### config.mk
export PLATFORM = sky130hd
export DESIGN_NAME = sdith_commit_hash_flat
export DESIGN_NICKNAME = d
export VERILOG_FILES = /design/src/rtl/sdith_commit_hash_if.sv /design/src/rtl/sdith_commit_hash.sv /design/src/flat_wrapper.sv
export SDC_FILE = /design/constraint.sdc
export NUM_CORES = 1
export LEC_CHECK = 0
export CAP_MARGIN = 5
export CORE_AREA = 2 2 137 139
export DETAILED_ROUTE_END_ITERATION = 10
export DIE_AREA = 0 0 139 141
export PLACE_DENSITY = 0.75
export SETUP_SLACK_MARGIN = 0.02
export SLEW_MARGIN = 20
export SYNTH_ARGS = -nofsm -noshare
export SYNTH_HDL_FRONTEND = slang
export SYNTH_SLANG_ARGS = --single-unit
### constraint.sdc
create_clock -name clk -period 4 [get_ports clk]
set_clock_uncertainty 0.15 [all_clocks]
set_input_delay 0.8 -clock clk [delete_from_list [all_inputs] [get_ports clk]]
set_output_delay 0.8 -clock clk [all_outputs]
set_load 0.005 [all_outputs]
### src/rtl/sdith_commit_hash_if.sv
// Bus bundle for sdith_commit_hash: source RAM reads, hash-input RAM writes, hash control and
// digest stream. master = commitment engine, slave = RAMs and SHAKE block side.
interface sdith_commit_hash_if #(
  parameter string PARAMETER_SET = "L1"
);
  localparam int unsigned Lambda     = (PARAMETER_SET == "L5") ? 256 :
                                       (PARAMETER_SET == "L3") ? 192 : 128;
  localparam int unsigned SaltAw     = $clog2(2 * Lambda / 32);
  localparam int unsigned AuxAw      = $clog2(256 / 32);
  localparam int unsigned HashInSize = 8 + Lambda + 2 * Lambda + 32 + 256;
  localparam int unsigned HashAw     = $clog2(HashInSize / 32);
  localparam int unsigned CommitAw   = $clog2(2 * Lambda / 32);

  logic                start;
  logic                done;
  logic [31:0]         salt;
  logic [SaltAw-1:0]   salt_addr;
  logic                salt_rd;
  logic [31:0]         leaf_seed;
  logic [SaltAw-1:0]   leaf_seed_addr;
  logic                leaf_seed_rd;
  logic [15:0]         iteration;
  logic [15:0]         leaf_idx;
  logic [31:0]         aux;
  logic [AuxAw-1:0]    aux_addr;
  logic                aux_rd;
  logic [31:0]         hash_in;
  logic [HashAw-1:0]   hash_addr;
  logic                hash_wen;
  logic [31:0]         hash_data_out;
  logic                hash_data_out_valid;
  logic                hash_data_out_ready;
  logic [31:0]         hash_input_length_32;
  logic [31:0]         hash_input_length;
  logic [31:0]         hash_output_length;
  logic                hash_start;
  logic                hash_force_done;
  logic                hash_force_done_ack;
  logic [31:0]         commit;
  logic [CommitAw-1:0] commit_addr;
  logic                commit_valid;

  modport master (
    input  start, salt, leaf_seed, iteration, leaf_idx, aux,
    input  hash_data_out, hash_data_out_valid, hash_force_done_ack,
    output done, salt_addr, salt_rd, leaf_seed_addr, leaf_seed_rd, aux_addr, aux_rd,
    output hash_in, hash_addr, hash_wen, hash_data_out_ready,
    output hash_input_length_32, hash_input_length, hash_output_length,
    output hash_start, hash_force_done, commit, commit_addr, commit_valid
  );

  modport slave (
    output start, salt, leaf_seed, iteration, leaf_idx, aux,
    output hash_data_out, hash_data_out_valid, hash_force_done_ack,
    input  done, salt_addr, salt_rd, leaf_seed_addr, leaf_seed_rd, aux_addr, aux_rd,
    input  hash_in, hash_addr, hash_wen, hash_data_out_ready,
    input  hash_input_length_32, hash_input_length, hash_output_length,
    input  hash_start, hash_force_done, commit, commit_addr, commit_valid
  );
endinterface

### src/rtl/sdith_commit_hash.sv
// SDitH leaf commitment: packs prefix/salt/indices/seed/aux into the hash-input RAM, starts the
// SHAKE block, streams the digest out as commitment words and closes the hash handshake.
module sdith_commit_hash #(
  parameter string       PARAMETER_SET = "L1",
  parameter int unsigned DATA_WIDTH    = 32,
  parameter int unsigned LAMBDA        = (PARAMETER_SET == "L5") ? 256 :
                                         (PARAMETER_SET == "L3") ? 192 : 128,
  parameter int unsigned M             = (PARAMETER_SET == "L5") ? 480 :
                                         (PARAMETER_SET == "L3") ? 352 : 230,
  parameter int unsigned SEED_SIZE     = LAMBDA,
  parameter int unsigned SALT_SIZE     = 2 * LAMBDA,
  parameter int unsigned RHO_SIZE      = LAMBDA / 8,
  parameter int unsigned AUX_SIZE      = 256,
  parameter int unsigned HASH_IN_SIZE  = 8 + SEED_SIZE + SALT_SIZE + 32 + AUX_SIZE
) (
  input logic                 clk,
  input logic                 rst_n,
  sdith_commit_hash_if.master bus
);
  localparam int unsigned HashInSize32 = ((HASH_IN_SIZE + 31) / 32) * 32;
  localparam int unsigned SaltWords    = SALT_SIZE / 32;
  localparam int unsigned SeedWords    = SEED_SIZE / 32;
  localparam int unsigned AuxWords     = AUX_SIZE / 32;
  localparam int unsigned CommitWords  = 2 * LAMBDA / 32;
  localparam int unsigned SaltAw       = $clog2(SaltWords);
  localparam int unsigned AuxAw        = $clog2(AuxWords);
  localparam int unsigned HashAw       = $clog2(HASH_IN_SIZE / 32);
  localparam int unsigned CommitAw     = $clog2(CommitWords);
  localparam int unsigned CntW         = $clog2(SaltWords + 1);

  if (DATA_WIDTH != 32 || M == 0 || RHO_SIZE == 0) begin : g_param_check
    $error("sdith_commit_hash: unsupported parameter set");
  end

  typedef enum logic [3:0] {
    StIdle, StLdSalt, StLdIdx, StLdSeed, StLdAux, StFlush, StStart, StRead, StForce, StDone
  } state_e;

  typedef enum logic [2:0] {SrcSalt, SrcIdx, SrcSeed, SrcAux, SrcFlush} src_e;

  state_e            state_q, state_d;
  logic [CntW-1:0]   cnt_q, cnt_d;
  logic              pend_q, pend_d;
  src_e              sel_q, sel_d;
  logic [7:0]        carry_q, carry_d;
  logic [HashAw-1:0] wr_ptr_q, wr_ptr_d;
  logic [31:0]       hash_in_q, hash_in_d;
  logic [HashAw-1:0] hash_addr_q, hash_addr_d;
  logic              hash_wen_q, hash_wen_d;
  logic [31:0]       commit_q, commit_d;
  logic [CommitAw-1:0] commit_addr_q, commit_addr_d;
  logic              commit_valid_q, commit_valid_d;
  logic [31:0]       src_word;
  logic              hash_ready;
  logic              beat;

  assign hash_ready = (state_q == StRead);
  assign beat       = hash_ready && bus.hash_data_out_valid;

  // Control: read issue and phase sequencing; pend_q marks a source word arriving next cycle.
  always_comb begin
    state_d = state_q;
    cnt_d   = cnt_q;
    pend_d  = 1'b0;
    sel_d   = sel_q;
    case (state_q)
      StIdle: begin
        if (bus.start) begin
          state_d = StLdSalt;
          cnt_d   = '0;
        end
      end
      StLdSalt: begin
        pend_d = 1'b1;
        sel_d  = SrcSalt;
        if (cnt_q == CntW'(SaltWords - 1)) begin
          cnt_d   = '0;
          state_d = StLdIdx;
        end else begin
          cnt_d = cnt_q + 1'b1;
        end
      end
      StLdIdx: begin
        pend_d  = 1'b1;
        sel_d   = SrcIdx;
        state_d = StLdSeed;
      end
      StLdSeed: begin
        pend_d = 1'b1;
        sel_d  = SrcSeed;
        if (cnt_q == CntW'(SeedWords - 1)) begin
          cnt_d   = '0;
          state_d = StLdAux;
        end else begin
          cnt_d = cnt_q + 1'b1;
        end
      end
      StLdAux: begin
        pend_d = 1'b1;
        sel_d  = SrcAux;
        if (cnt_q == CntW'(AuxWords - 1)) begin
          cnt_d   = '0;
          state_d = StFlush;
        end else begin
          cnt_d = cnt_q + 1'b1;
        end
      end
      StFlush: begin
        // Drain the last aux word, then push the leftover carry byte as a padded word.
        if (!pend_q) begin
          state_d = StStart;
        end else if (sel_q != SrcFlush) begin
          pend_d = 1'b1;
          sel_d  = SrcFlush;
        end
      end
      StStart: state_d = StRead;
      StRead: begin
        if (beat) begin
          if (cnt_q == CntW'(CommitWords - 1)) begin
            cnt_d   = '0;
            state_d = StForce;
          end else begin
            cnt_d = cnt_q + 1'b1;
          end
        end
      end
      StForce: begin
        if (bus.hash_force_done_ack) state_d = StDone;
      end
      StDone:  state_d = StIdle;
      default: state_d = StIdle;
    endcase
  end

  // Byte-alignment: each output word is the new source word shifted up by the one-byte prefix.
  always_comb begin
    src_word = '0;
    case (sel_q)
      SrcSalt:  src_word = bus.salt;
      SrcIdx:   src_word = {bus.leaf_idx, bus.iteration};
      SrcSeed:  src_word = bus.leaf_seed;
      SrcAux:   src_word = bus.aux;
      default:  src_word = '0;
    endcase

    carry_d     = carry_q;
    wr_ptr_d    = wr_ptr_q;
    hash_in_d   = hash_in_q;
    hash_addr_d = hash_addr_q;
    hash_wen_d  = 1'b0;
    if (state_q == StIdle) begin
      carry_d  = 8'h00;
      wr_ptr_d = '0;
    end else if (pend_q) begin
      hash_in_d   = {src_word[23:0], carry_q};
      carry_d     = src_word[31:24];
      hash_addr_d = wr_ptr_q;
      hash_wen_d  = 1'b1;
      wr_ptr_d    = wr_ptr_q + 1'b1;
    end

    commit_valid_d = beat;
    commit_d       = beat ? bus.hash_data_out : commit_q;
    commit_addr_d  = beat ? cnt_q[CommitAw-1:0] : commit_addr_q;
  end

  always_ff @(posedge clk or negedge rst_n) begin
    if (!rst_n) begin
      state_q        <= StIdle;
      cnt_q          <= '0;
      pend_q         <= 1'b0;
      sel_q          <= SrcSalt;
      carry_q        <= 8'h00;
      wr_ptr_q       <= '0;
      hash_in_q      <= '0;
      hash_addr_q    <= '0;
      hash_wen_q     <= 1'b0;
      commit_q       <= '0;
      commit_addr_q  <= '0;
      commit_valid_q <= 1'b0;
    end else begin
      state_q        <= state_d;
      cnt_q          <= cnt_d;
      pend_q         <= pend_d;
      sel_q          <= sel_d;
      carry_q        <= carry_d;
      wr_ptr_q       <= wr_ptr_d;
      hash_in_q      <= hash_in_d;
      hash_addr_q    <= hash_addr_d;
      hash_wen_q     <= hash_wen_d;
      commit_q       <= commit_d;
      commit_addr_q  <= commit_addr_d;
      commit_valid_q <= commit_valid_d;
    end
  end

  assign bus.salt_rd        = (state_q == StLdSalt);
  assign bus.salt_addr      = bus.salt_rd ? cnt_q[SaltAw-1:0] : '0;
  assign bus.leaf_seed_rd   = (state_q == StLdSeed);
  assign bus.leaf_seed_addr = bus.leaf_seed_rd ? cnt_q[SaltAw-1:0] : '0;
  assign bus.aux_rd         = (state_q == StLdAux);
  assign bus.aux_addr       = bus.aux_rd ? cnt_q[AuxAw-1:0] : '0;

  assign bus.hash_in   = hash_in_q;
  assign bus.hash_addr = hash_addr_q;
  assign bus.hash_wen  = hash_wen_q;

  assign bus.hash_input_length_32 = 32'(HashInSize32);
  assign bus.hash_input_length    = 32'(HASH_IN_SIZE);
  assign bus.hash_output_length   = 32'(2 * LAMBDA);

  assign bus.hash_start          = (state_q == StStart);
  assign bus.hash_data_out_ready = hash_ready;
  assign bus.hash_force_done     = (state_q == StForce);
  assign bus.done                = (state_q == StDone);

  assign bus.commit       = commit_q;
  assign bus.commit_addr  = commit_addr_q;
  assign bus.commit_valid = commit_valid_q;
endmodule

### src/flat_wrapper.sv
// flat-port wrapper written by rule: the top's interface ports become plain ports
module sdith_commit_hash_flat 
#(
  parameter string       PARAMETER_SET = "  ",
  parameter int unsigned DATA_WIDTH    = 32,
  parameter int unsigned LAMBDA        = (PARAMETER_SET == "  ") ? 256 :
                                         (PARAMETER_SET == "  ") ? 192 : 128,
  parameter int unsigned M             = (PARAMETER_SET == "  ") ? 480 :
                                         (PARAMETER_SET == "  ") ? 352 : 230,
  parameter int unsigned SEED_SIZE     = LAMBDA,
  parameter int unsigned SALT_SIZE     = 2 * LAMBDA,
  parameter int unsigned RHO_SIZE      = LAMBDA / 8,
  parameter int unsigned AUX_SIZE      = 256,
  parameter int unsigned HASH_IN_SIZE  = 8 + SEED_SIZE + SALT_SIZE + 32 + AUX_SIZE
)
  (clk, rst_n, bus_start, bus_salt, bus_leaf_seed, bus_iteration, bus_leaf_idx, bus_aux, bus_hash_data_out, bus_hash_data_out_valid, bus_hash_force_done_ack, bus_done, bus_salt_addr, bus_salt_rd, bus_leaf_seed_addr, bus_leaf_seed_rd, bus_aux_addr, bus_aux_rd, bus_hash_in, bus_hash_addr, bus_hash_wen, bus_hash_data_out_ready, bus_hash_input_length_32, bus_hash_input_length, bus_hash_output_length, bus_hash_start, bus_hash_force_done, bus_commit, bus_commit_addr, bus_commit_valid);
  sdith_commit_hash_if #(.PARAMETER_SET(PARAMETER_SET)) bus_i ();
  input logic clk;
  input logic rst_n;
  input wire logic [$bits(bus_i.start)-1:0] bus_start;
  input wire logic [$bits(bus_i.salt)-1:0] bus_salt;
  input wire logic [$bits(bus_i.leaf_seed)-1:0] bus_leaf_seed;
  input wire logic [$bits(bus_i.iteration)-1:0] bus_iteration;
  input wire logic [$bits(bus_i.leaf_idx)-1:0] bus_leaf_idx;
  input wire logic [$bits(bus_i.aux)-1:0] bus_aux;
  input wire logic [$bits(bus_i.hash_data_out)-1:0] bus_hash_data_out;
  input wire logic [$bits(bus_i.hash_data_out_valid)-1:0] bus_hash_data_out_valid;
  input wire logic [$bits(bus_i.hash_force_done_ack)-1:0] bus_hash_force_done_ack;
  output wire logic [$bits(bus_i.done)-1:0] bus_done;
  output wire logic [$bits(bus_i.salt_addr)-1:0] bus_salt_addr;
  output wire logic [$bits(bus_i.salt_rd)-1:0] bus_salt_rd;
  output wire logic [$bits(bus_i.leaf_seed_addr)-1:0] bus_leaf_seed_addr;
  output wire logic [$bits(bus_i.leaf_seed_rd)-1:0] bus_leaf_seed_rd;
  output wire logic [$bits(bus_i.aux_addr)-1:0] bus_aux_addr;
  output wire logic [$bits(bus_i.aux_rd)-1:0] bus_aux_rd;
  output wire logic [$bits(bus_i.hash_in)-1:0] bus_hash_in;
  output wire logic [$bits(bus_i.hash_addr)-1:0] bus_hash_addr;
  output wire logic [$bits(bus_i.hash_wen)-1:0] bus_hash_wen;
  output wire logic [$bits(bus_i.hash_data_out_ready)-1:0] bus_hash_data_out_ready;
  output wire logic [$bits(bus_i.hash_input_length_32)-1:0] bus_hash_input_length_32;
  output wire logic [$bits(bus_i.hash_input_length)-1:0] bus_hash_input_length;
  output wire logic [$bits(bus_i.hash_output_length)-1:0] bus_hash_output_length;
  output wire logic [$bits(bus_i.hash_start)-1:0] bus_hash_start;
  output wire logic [$bits(bus_i.hash_force_done)-1:0] bus_hash_force_done;
  output wire logic [$bits(bus_i.commit)-1:0] bus_commit;
  output wire logic [$bits(bus_i.commit_addr)-1:0] bus_commit_addr;
  output wire logic [$bits(bus_i.commit_valid)-1:0] bus_commit_valid;
  assign bus_i.start = bus_start;
  assign bus_i.salt = bus_salt;
  assign bus_i.leaf_seed = bus_leaf_seed;
  assign bus_i.iteration = bus_iteration;
  assign bus_i.leaf_idx = bus_leaf_idx;
  assign bus_i.aux = bus_aux;
  assign bus_i.hash_data_out = bus_hash_data_out;
  assign bus_i.hash_data_out_valid = bus_hash_data_out_valid;
  assign bus_i.hash_force_done_ack = bus_hash_force_done_ack;
  assign bus_done = bus_i.done;
  assign bus_salt_addr = bus_i.salt_addr;
  assign bus_salt_rd = bus_i.salt_rd;
  assign bus_leaf_seed_addr = bus_i.leaf_seed_addr;
  assign bus_leaf_seed_rd = bus_i.leaf_seed_rd;
  assign bus_aux_addr = bus_i.aux_addr;
  assign bus_aux_rd = bus_i.aux_rd;
  assign bus_hash_in = bus_i.hash_in;
  assign bus_hash_addr = bus_i.hash_addr;
  assign bus_hash_wen = bus_i.hash_wen;
  assign bus_hash_data_out_ready = bus_i.hash_data_out_ready;
  assign bus_hash_input_length_32 = bus_i.hash_input_length_32;
  assign bus_hash_input_length = bus_i.hash_input_length;
  assign bus_hash_output_length = bus_i.hash_output_length;
  assign bus_hash_start = bus_i.hash_start;
  assign bus_hash_force_done = bus_i.hash_force_done;
  assign bus_commit = bus_i.commit;
  assign bus_commit_addr = bus_i.commit_addr;
  assign bus_commit_valid = bus_i.commit_valid;
  sdith_commit_hash #(.PARAMETER_SET(PARAMETER_SET), .DATA_WIDTH(DATA_WIDTH), .LAMBDA(LAMBDA), .M(M), .SEED_SIZE(SEED_SIZE), .SALT_SIZE(SALT_SIZE), .RHO_SIZE(RHO_SIZE), .AUX_SIZE(AUX_SIZE), .HASH_IN_SIZE(HASH_IN_SIZE)) u_core (.clk(clk), .rst_n(rst_n), .bus(bus_i));
endmodule
# --- Word level (Yosys, flattened, before mapping) ---
# Cells that the tools add are included.
totals:
  reg_bits: 101
  latch_bits: 0
  ramBits: 0
  rom_bits: 0
  inputBits: 165
  word_cells: 82
  n_memories: 0
classes:
  n_addsub: 2
  n_mul: 0
  n_div: 0
  n_lt_le_gt_ge: 0
  n_eq_ne: 25
  shifts: 0
  mux: 30
  bitwise: 1
  reduce_logical: 12
op_table:
  columns: ["cell", "count"]
  rows:
  - ["32-bit one-hot mux with 4 select lines", 1]
  - ["4-bit one-hot mux with 9 select lines", 1]
  - ["4-bit two-way mux", 8]
  - ["5-bit two-way mux", 4]
  - ["5-bit one-hot mux with 4 select lines", 1]
  - ["4-bit by 3-bit == test with 1-bit output, second input constant", 4]
  - ["8-bit two-way mux", 2]
  - ["2-bit inequality test, second input constant", 8]
  - ["3-bit two-way mux", 5]
  - ["3-bit one-hot mux with 5 select lines", 1]
  - ["6-bit two-way mux", 2]
  - ["4-bit by 2-bit == test with 1-bit output, second input constant", 2]
  - ["4-bit == test, second input constant", 2]
  - ["8-bit AND reduction", 1]
  - ["6-bit by 1-bit adder with 6-bit output, second input constant", 1]
  - ["3-bit by 2-bit == test with 1-bit output, second input constant", 2]
  - ["3-bit AND reduction", 2]
  - ["5-bit by 1-bit adder with 5-bit output, second input constant", 1]
  - ["5-bit by 3-bit == test with 1-bit output, second input constant", 1]
  - ["5-bit by 4-bit == test with 1-bit output, second input constant", 1]
  - ["5-bit nonzero test", 1]
  - ["4-bit by 1-bit == test with 1-bit output, second input constant", 1]
  - ["4-bit zero test", 1]
  - ["1-bit two-way mux", 4]
  - ["other kinds (12)", 13]

# --- Longest topological paths before layout ---
# Gate-level depths: netlist of run 1.
logic_depth:
  depth_word: 4
  mapped_depth: 8

# --- Least setup slack after synthesis of run 1 ---
# OpenSTA, ideal clock, no wires.
synth_path:
  path_kind: "flip-flop to output port"
  start: "reg u_core.state_q[0]"
  end: "out bus_salt_addr[0]"
  arrival_ns: 1.319
  path_slack_ns: 1.731
  stages_incl_launch_ff: 6
  n_path_buf: 2
  cell_sequence: "dfrtp_1 -> buf_6 -> clkbuf_1 -> nand2_1 -> nor3_1 -> and2_1"
synth_between:
  elab_chain_cells: 2
synth_lines:
  columns: ["item", "line_no", "rtl"]
  rows:
  - ["start, declared", "sdith_commit_hash.sv:41", "state_e state_q, state_d;"]
  - ["start signal, assigned", "sdith_commit_hash.sv:170", "state_q <= StIdle;"]
  - ["start signal, assigned", "sdith_commit_hash.sv:183", "state_q <= state_d;"]
  - ["4-bit by 1-bit == test with 1-bit output", "sdith_commit_hash.sv:198", "assign bus.salt_rd = (state_q == StLdSalt);"]
  - ["net bus_salt_rd", "flat_wrapper.sv:31", "output wire logic [$bits(bus_i.salt_rd)-1:0] bus_salt_rd;"]
  - ["3-bit two-way mux", "sdith_commit_hash.sv:199", "assign bus.salt_addr = bus.salt_rd ? cnt_q[SaltAw-1:0] : '0;"]
  - ["end, declared", "flat_wrapper.sv:30", "output wire logic [$bits(bus_i.salt_addr)-1:0] bus_salt_addr;"]
# The timed path passes the listed nets, and every way through them passes these cells.

# --- Worst setup path after layout of run 1 ---
layout_path:
  start: "reg u_core.state_q[2]"
  end: "out bus_aux_addr[2]"
layout_between:
  elab_chain_cells: 2
layout_lines:
  columns: ["item", "line_no", "rtl"]
  rows:
  - ["4-bit by 3-bit == test with 1-bit output", "sdith_commit_hash.sv:202", "assign bus.aux_rd = (state_q == StLdAux);"]
  - ["3-bit two-way mux", "sdith_commit_hash.sv:203", "assign bus.aux_addr = bus.aux_rd ? cnt_q[AuxAw-1:0] : '0;"]
  - ["end, declared", "flat_wrapper.sv:34", "output wire logic [$bits(bus_i.aux_addr)-1:0] bus_aux_addr;"]
# No other way between the ends.

==> metrics.yaml, run 1 <==
synth_fa_ha_area_share_pct: 0.892
core_mm2: 0.0183
async_flop_share_pct: 100
cp-end-kind: "output pin"
post-cts-setup-buffer-count: 0
hold_buffers: 0
dpl_cell_area_mm2: 0.00798
fp.dieW_um: 139
multi_input_area_mm2: 0.00254
worst_skew_pair.late_latency_ns: 0.34
final_clock_period_utilization_by_the_worst_path_pct: 83.0
floorplan.initialDensity_pct: 30.7
detailed_place_hpwl_um: 13200
synthFlopType: "sky130_fd_sc_hd__dfrtp_1"
fmax_mhz: 301
cts_sinks: 100
drt-wirelength-per-cell_um: 17.1
ff_latch_area_mm2: 0.00250
num_io_pins: 351
num_rows: 50
finalHoldWorstSlack_ns: 0.333
grt_setup_unrepaired: "no"
placed_cells: 996
die_h_um: 141
power-per-cell-area_mw_per_mm2: 683
cell_types_with_the_largest_area_share_after_synthesis: "sky130_fd_sc_hd__dfrtp_1 (45%), sky130_fd_sc_hd__buf_4 (14%), sky130_fd_sc_hd__mux2_2 (8.0%)"
cts_tree: "yes"
timing.slew.headroom_pct: 41.7
cts_max_level: 3
post_synthesis_cells: 533
num-nets-final: 942
crit_path_top_delay_cell: "sky130_fd_sc_hd__dfrtp_1"
hold_violations: 0
area_growth_syn_to_layout_pct: 47.5
clk_path_buf_depth: 2
syn_area_mm2: 0.00561
syn_avg_cell_area_um2: 10.5
synth.cells.most_frequent: "sky130_fd_sc_hd__buf_4 (101), sky130_fd_sc_hd__dfrtp_1 (100), sky130_fd_sc_hd__nand2_1 (49), sky130_fd_sc_hd__mux2_2 (40), sky130_fd_sc_hd__a22o_1 (36)"
crit_path_cell_trace: "nor4b_4 -> and2_1 -> clkdlybuf4s50_1"
grt_start_max_net_pins: 57
status: "completed"
final_max_slew_viol_count: 0
timing.critical_path.arrival_ns: 2.37
grt_first_pass_wirelength_um: 25200
global_route.overflow_total: 0
critical_path_peak_fanout: 25
worst_hold_path_type: "reg -> reg"
synth_edf_count: 0
fin_total_pwr_mw: 5.65
grt_usage_pct: 16.6
drtAntennaViolNets: 0
first_global_vias: 4200
number_of_register_bits_inferred_by_synthesis: 100
period_minus_slack_ns: 3.32
cts.clk_slew.worst_paths_ns: 0.07
power.leakage_nw: 3.59
routed-via-count: 4724
register_area_share_after_synthesis_pct: 44.6
antenna_found_initial: 3
layout.cell_area.non_filler_mm2: 0.00827
synth_compound_area_share_pct: 17.0
critical_path_required_ns: 3.05
tightest_slew_ns: 0.872
final_layout_size_suffix_gt1_share_pct: 9.77
share_of_synthesized_area_spent_on_multiplexers_pct: 9.81
detail_route.wirelength_um: 17300
crit_buf_inv: 1
synth-warning-count: 0
drt_pre_antenna_iters: 4
drt-initial-drc-count: 340
gp_congestion: 0.827
criticalPathCategory: "reg -> out"
synth.lib_cells_used.distinct: 48
cts_root_buffer: "sky130_fd_sc_hd__clkbuf_16"
worst_path_largest_cell_delay_ns: 0.83
avgViaCountPerCell: 4.66
start_kind: "register"
post_cts.resized_instances: 0
yosys.area.top_type_share_pct: 44.6
setup-violations-final: 0
synthDominantAreaCellType: "sky130_fd_sc_hd__dfrtp_1"
cts_buffers: 9
synth_xor_area_share_pct: 0.937
port_buffers: 254
total_die_area_mm2: 0.0196
count_of_unresolved_drc_violations_after_routing: 0
max_cap_violations: 0
fin_setup_tns_ns: 0
maximum_resistive_drop_on_vdd_uv: 346
final_cell_count_no_fill: 1013
top_count_cell_post_synth: "sky130_fd_sc_hd__buf_4"
synth_top_family_by_area: "compound AO/OA/AOI/OAI gates"
critPathTopFamily: "flip-flops"
fill_cells: 1710
post_synth_and_or_nand_nor_area_fraction_pct: 9.79
[per-layer routing]
layer | track usage, % | up-vias | wire, um
li1 | - | 2188 | -
met1 | 22.5 | 2341 | 7390
met2 | 26.7 | 171 | 8530
met3 | 4.18 | 18 | 1140
met4 | 4.09 | 6 | 178
met5 | 0 | - | 41
[cells by family (layout without fill, tap and decap cells)]
group	after synthesis	in the layout
adder cells (fa/ha/maj)	4	4
buffers and inverters	136	287
AND/OR/NAND/NOR	103	103
multiplexers	49	49
flip-flops	100	100
XOR/XNOR	6	6
other	2	97
AO/OA/AOI/OAI	133	133
[worst reg2reg max path, delay by kind of cell, from the launching register on]
family	cells	cell delay, ns
AND/OR/NAND/NOR	3	1.06
buffers and inverters	1	0.40
multiplexers	1	0.36
flip-flops	1	0.59
[per-stage QoR]
step	setup slack (ns)	utilization [%]
after floorplan	1.73	-
after global placement	1.11	43.6
after detailed placement	1.06	43.7
after CTS	0.661	45.3
after global routing	0.560	45.3
final	0.681	45.3
[where the power goes]
group          internal (mW)  total, mW  switching, mW
clock network          0.489      0.887          0.398
logic                   1.59       2.92           1.33
registers               1.45       1.84          0.388
[registers in the layout (all words and copies together) (netlist names)]
signal / cells
u_core.bus.commit: 32
u_core.bus.hash_in: 32
u_core.carry_q: 8
u_core.cnt_q: 5
u_core.hash_addr_q: 5
u_core.wr_ptr_q: 5
u_core.state_q: 4
u_core.commit_addr_q: 3
u_core.sel_q: 3
u_core.bus.commit_valid: 1
u_core.bus.hash_wen: 1
u_core.pend_q: 1
[placed cells by master (no fill, tap or decap), drive strengths merged, types with 4 or more instances in the layout]
master,Yosys,final
buf,118,11
clkbuf,11,11
nor3,4,4
and2,9,9
nand2b,4,4
xor2,5,5
a21oi,7,7
a221oi,33,33
nand2,50,50
conb,2,96
a22o,36,36
mux2,48,48
dfrtp,100,100
nor2,17,17
clkdlybuf4s50,0,253
ha,4,4
inv,7,8
o21ai,46,46
a21o,4,4
[path summary, 6_finish.rpt]
path                            slack, ns                                 end                     startpoint  cells after the start
min in group asynchronous            0.36         u_core.cnt_q[1]$_DFFE_PN0P_                          rst_n                      1
worst min-delay path                 0.33       u_core.carry_q[3]$_DFFE_PN0P_  u_core.carry_q[3]$_DFFE_PN0P_                      2
worst min register to register       0.33       u_core.carry_q[3]$_DFFE_PN0P_  u_core.carry_q[3]$_DFFE_PN0P_                      2
worst max register to register       1.32   u_core.bus.hash_in[3]$_DFFE_PN0P_  u_core.state_q[0]$_DFFE_PN0P_                      5
worst max-delay path                 0.68                     bus_aux_addr[2]  u_core.state_q[2]$_DFFE_PN0P_                      3
max in group asynchronous            2.45  u_core.bus.hash_in[17]$_DFFE_PN0P_                          rst_n                      2
[cell type report]
type | instances | area share [%]
antenna | 1 | 0.0302
inverter | 7 | 0.318
timing repair buffer | 264 | 31.6
multi-input combinational | 391 | 30.7
clock buffer | 11 | 2.81
sequential | 100 | 30.2
clock inverter | 5 | 0.726
tap | 234 | 3.54
No activity file was read; power rests on OpenSTA's default activity.
==> run 2: changes to the inputs <==
--- a/config.mk
+++ b/config.mk
@@ -6,10 +6,10 @@
 export NUM_CORES = 1
 export LEC_CHECK = 0
 export CAP_MARGIN = 5
-export CORE_AREA = 2 2 137 139
+export CORE_AREA = 2 2 136 138
 export DETAILED_ROUTE_END_ITERATION = 10
-export DIE_AREA = 0 0 139 141
-export PLACE_DENSITY = 0.75
+export DIE_AREA = 0 0 138 140
+export PLACE_DENSITY = 0.78
 export SETUP_SLACK_MARGIN = 0.02
 export SLEW_MARGIN = 20
 export SYNTH_ARGS = -nofsm -noshare
==> constraint.sdc (replaced) <==
create_clock -name clk -period 2.7 [get_ports clk]
set_clock_uncertainty 0.15 [all_clocks]
set_input_delay 0.54 -clock clk [delete_from_list [all_inputs] [get_ports clk]]
set_output_delay 0.54 -clock clk [all_outputs]
set_load 0.005 [all_outputs]
==> run 2 against run 1 <==
Highest routed layer unchanged. Largest power group unchanged. Sequential power is 41% higher. Cell count is 1.7% higher. Setup slack worse by 0.61 ns. Cell area is 3.2% higher. Non-clock buffer count is 23 higher. Count of clock-buffer cells in the layout is 2 lower. Sequential share of layout area is 0.89 points lower. Combinational power is 64% higher. Wire length is 1.1% higher.
==> metrics.yaml, run 2 (same netlist as run 1, synthesis figures left out) <==
critical_path_required_ns: 2.01  # was 3.05 ns
routed-via-count: 4786  # was 4724
detailed_place_hpwl_um: 13000  # was 13200 um
avgViaCountPerCell: 4.65  # was 4.66
antenna_found_initial: 1  # was 3
r2r-start: "u_core.state_q[1]$_DFFE_PN0P_"  # was u_core.state_q[0]$_DFFE_PN0P_
drt_pre_antenna_iters: 4  # unchanged
gp_congestion: 0.841  # was 0.827
port_buffers: 254  # unchanged
worst_skew_pair.late_latency_ns: 0.34  # about the same
cts_root_buffer: "sky130_fd_sc_hd__clkbuf_16"  # unchanged
grt_start_max_net_pins: 50  # was 57
floorplan.initialDensity_pct: 31.6  # was 30.7%
power.leakage_nw: 3.76  # was 3.59 nW
dpl_cell_area_mm2: 0.00808  # was 0.00798 mm^2
global_route.overflow_total: 0  # unchanged
max_cap_violations: 0  # unchanged
worst_hold_path.endpoint: "u_core.carry_q[4]$_DFFE_PN0P_"  # was u_core.carry_q[3]$_DFFE_PN0P_
final_max_slew_viol_count: 0  # unchanged
hold_violations: 0  # unchanged
critical_path_peak_fanout: 6  # was 25
cts_sinks: 100  # unchanged
worst_hold_path_type: "reg -> reg"  # unchanged
maximum_resistive_drop_on_vdd_uv: 499  # was 346 uV
drtAntennaViolNets: 0  # unchanged
fmax_mhz: 381
fp.dieW_um: 138  # was 139 um
layout.cell_area.non_filler_mm2: 0.00854  # was 0.00827 mm^2
num-nets-final: 965  # was 942
criticalPathCategory: "reg -> out"  # unchanged
grt_usage_pct: 17.1  # was 16.6%
count_of_unresolved_drc_violations_after_routing: 0  # unchanged
setup-violations-final: 0  # unchanged
mostFrequentLayoutCells: "sky130_fd_sc_hd__clkdlybuf4s50_1 (251), sky130_fd_sc_hd__dfrtp_1 (97), sky130_fd_sc_hd__conb_1 (96)"  # was sky130_fd_sc_hd__clkdlybuf4s50_1 (253), sky130_fd_sc_hd__dfrtp_1 (100), sky130_fd_sc_hd__conb_1 (96)
cts_buffers: 9  # unchanged
num_io_pins: 351  # unchanged
reg2regPathDepth: 7  # was 5
worst_hold_startpoint: "u_core.carry_q[4]$_DFFE_PN0P_"  # was u_core.carry_q[3]$_DFFE_PN0P_
final_clock_period_utilization_by_the_worst_path_pct: 97.3
final_layout_size_suffix_gt1_share_pct: 13.0  # was 9.77%
placed_cells: 999  # was 996
core_mm2: 0.0178  # was 0.0183 mm^2
cts_tree: "yes"  # unchanged
worst_hold_path.num_cells: 2  # unchanged
drt-initial-drc-count: 344  # was 340
cp-end-kind: "output pin"  # unchanged
final_cell_count_no_fill: 1030  # was 1013
clk_path_buf_depth: 2  # unchanged
total_die_area_mm2: 0.0193  # was 0.0196 mm^2
num_rows: 49  # was 50
drt-wirelength-per-cell_um: 17.0  # was 17.1 um
cts_max_level: 3  # unchanged
tightest_slew_ns: 0.580  # was 0.872 ns
cts.clk_slew.worst_paths_ns: 0.07  # about the same
endpoint_of_the_lowest_slack_register_to_register_path: "u_core.hash_addr_q[2]$_DFFE_PN0P_"  # was u_core.bus.hash_in[3]$_DFFE_PN0P_
die_h_um: 140  # was 141 um
start_kind: "register"  # unchanged
first_global_vias: 4649  # was 4200
detail_route.wirelength_um: 17500  # was 17300 um
grt_first_pass_wirelength_um: 26200  # was 25200 um
power-per-cell-area_mw_per_mm2: 1020  # was 683 mW/mm^2
timing.critical_path.arrival_ns: 1.94  # was 2.37 ns
period_minus_slack_ns: 2.63
area_growth_syn_to_layout_pct: 52.2  # was 47.5%
status: "completed"  # unchanged
layout.cells.most_common: "sky130_fd_sc_hd__clkdlybuf4s50_1"  # unchanged
r2r_slack_ns: 0.51  # was 1.32 ns
antenna_cells_inserted: 0  # was 1
timing.slew.headroom_pct: 61.4  # was 41.7%
-- run 2: cell types whose count changed in the layout (fill, tap and decap cells not counted), sizes merged, moves of 2 or more --
cell,previous run,this run
inv,8,10
dlymetal6s2s,0,2
buf,11,31
clkdlybuf4s50,253,251
-- run 2: power by group --
part	total [mW]	internal (mW)	leakage [nW]	switching, mW
Combinational	4.78	2.58	2.34	2.20
Sequential	2.60	2.16	1.27	0.440
Clock	1.37	0.744	0.149	0.624
-- run 2: how the worst max path moves through the flow --
stage | start | end | slack (ns) | cells after the start
2_1_floorplan | u_core.state_q[0]$_DFFE_PN0P_ | bus_salt_addr[0] | 0.69 | 5
3_3_place_gp | u_core.state_q[3]$_DFFE_PN0P_ | bus_salt_addr[0] | 0.30 | 4
3_5_place_dp | u_core.state_q[0]$_DFFE_PN0P_ | bus_salt_addr[0] | 0.27 | 4
4_1_cts | u_core.state_q[0]$_DFFE_PN0P_ | bus_salt_addr[0] | 0.009 | 4
5_1_grt | u_core.state_q[3]$_DFFE_PN0P_ | bus_aux_rd | -0.01 | 4
6_report | u_core.state_q[3]$_DFFE_PN0P_ | bus_aux_rd | 0.07 | 4
-- run 2: through the flow --
step,total power [mW],setup TNS [ns],utilization [%],hold slack (ns),setup slack (ns)
2_1_floorplan,5.22,0,-,0.0944,0.691
3_3_place_gp,7.15,0,45.4,0.311,0.298
3_5_place_dp,7.28,0,45.4,0.321,0.269
4_1_cts,8.70,0,47.4,0.337,0.00904
5_1_grt,9.39,-0.0197,48.0,0.355,-0.0113
6_report,8.75,0,48.0,0.329,0.0730
-- run 2: worst max-delay path, stage by stage (launching register included) --
cell and delay, ns:
sky130_fd_sc_hd__dfrtp_2 0.43, sky130_fd_sc_hd__buf_6 0.15, sky130_fd_sc_hd__nor4b_4 0.33, sky130_fd_sc_hd__buf_4 0.18, sky130_fd_sc_hd__clkdlybuf4s50_1 0.50
-- run 2: routing by layer --
| metal | GRT usage [%] | part of all wire (%) | wire [um] | up-vias |
|---|---|---|---|---|
| met5 | 0 | 0.069 | 12 | - |
| met4 | 5.59 | 1.9 | 329 | 2 |
| met3 | 3.11 | 5.4 | 948 | 24 |
| met2 | 29.8 | 52 | 9090 | 199 |
| met1 | 21.4 | 41 | 7080 | 2323 |
| li1 | - | - | - | 2238 |
-- run 2: area by class of cell --
type                       instances  area (um^2)
multi-input combinational        391         2550
tap                              229          287
inverter                           7         26.3
timing repair buffer             287         2850
clock buffer                       9          225
sequential                       100         2510
fill                            1614         9240
clock inverter                     7         92.6
-- run 2: what timing repair did --
| action | CTS | global route |
|---|---|---|
| hold endpoints to repair | 30 | 0 |
| pin swaps | 3 | 3 |
| resized for setup | 5 | 4 |
| setup endpoints to repair | 13 | 11 |
| buffers inserted | 2 | 12 |
| hold buffers | 1 | 0 |
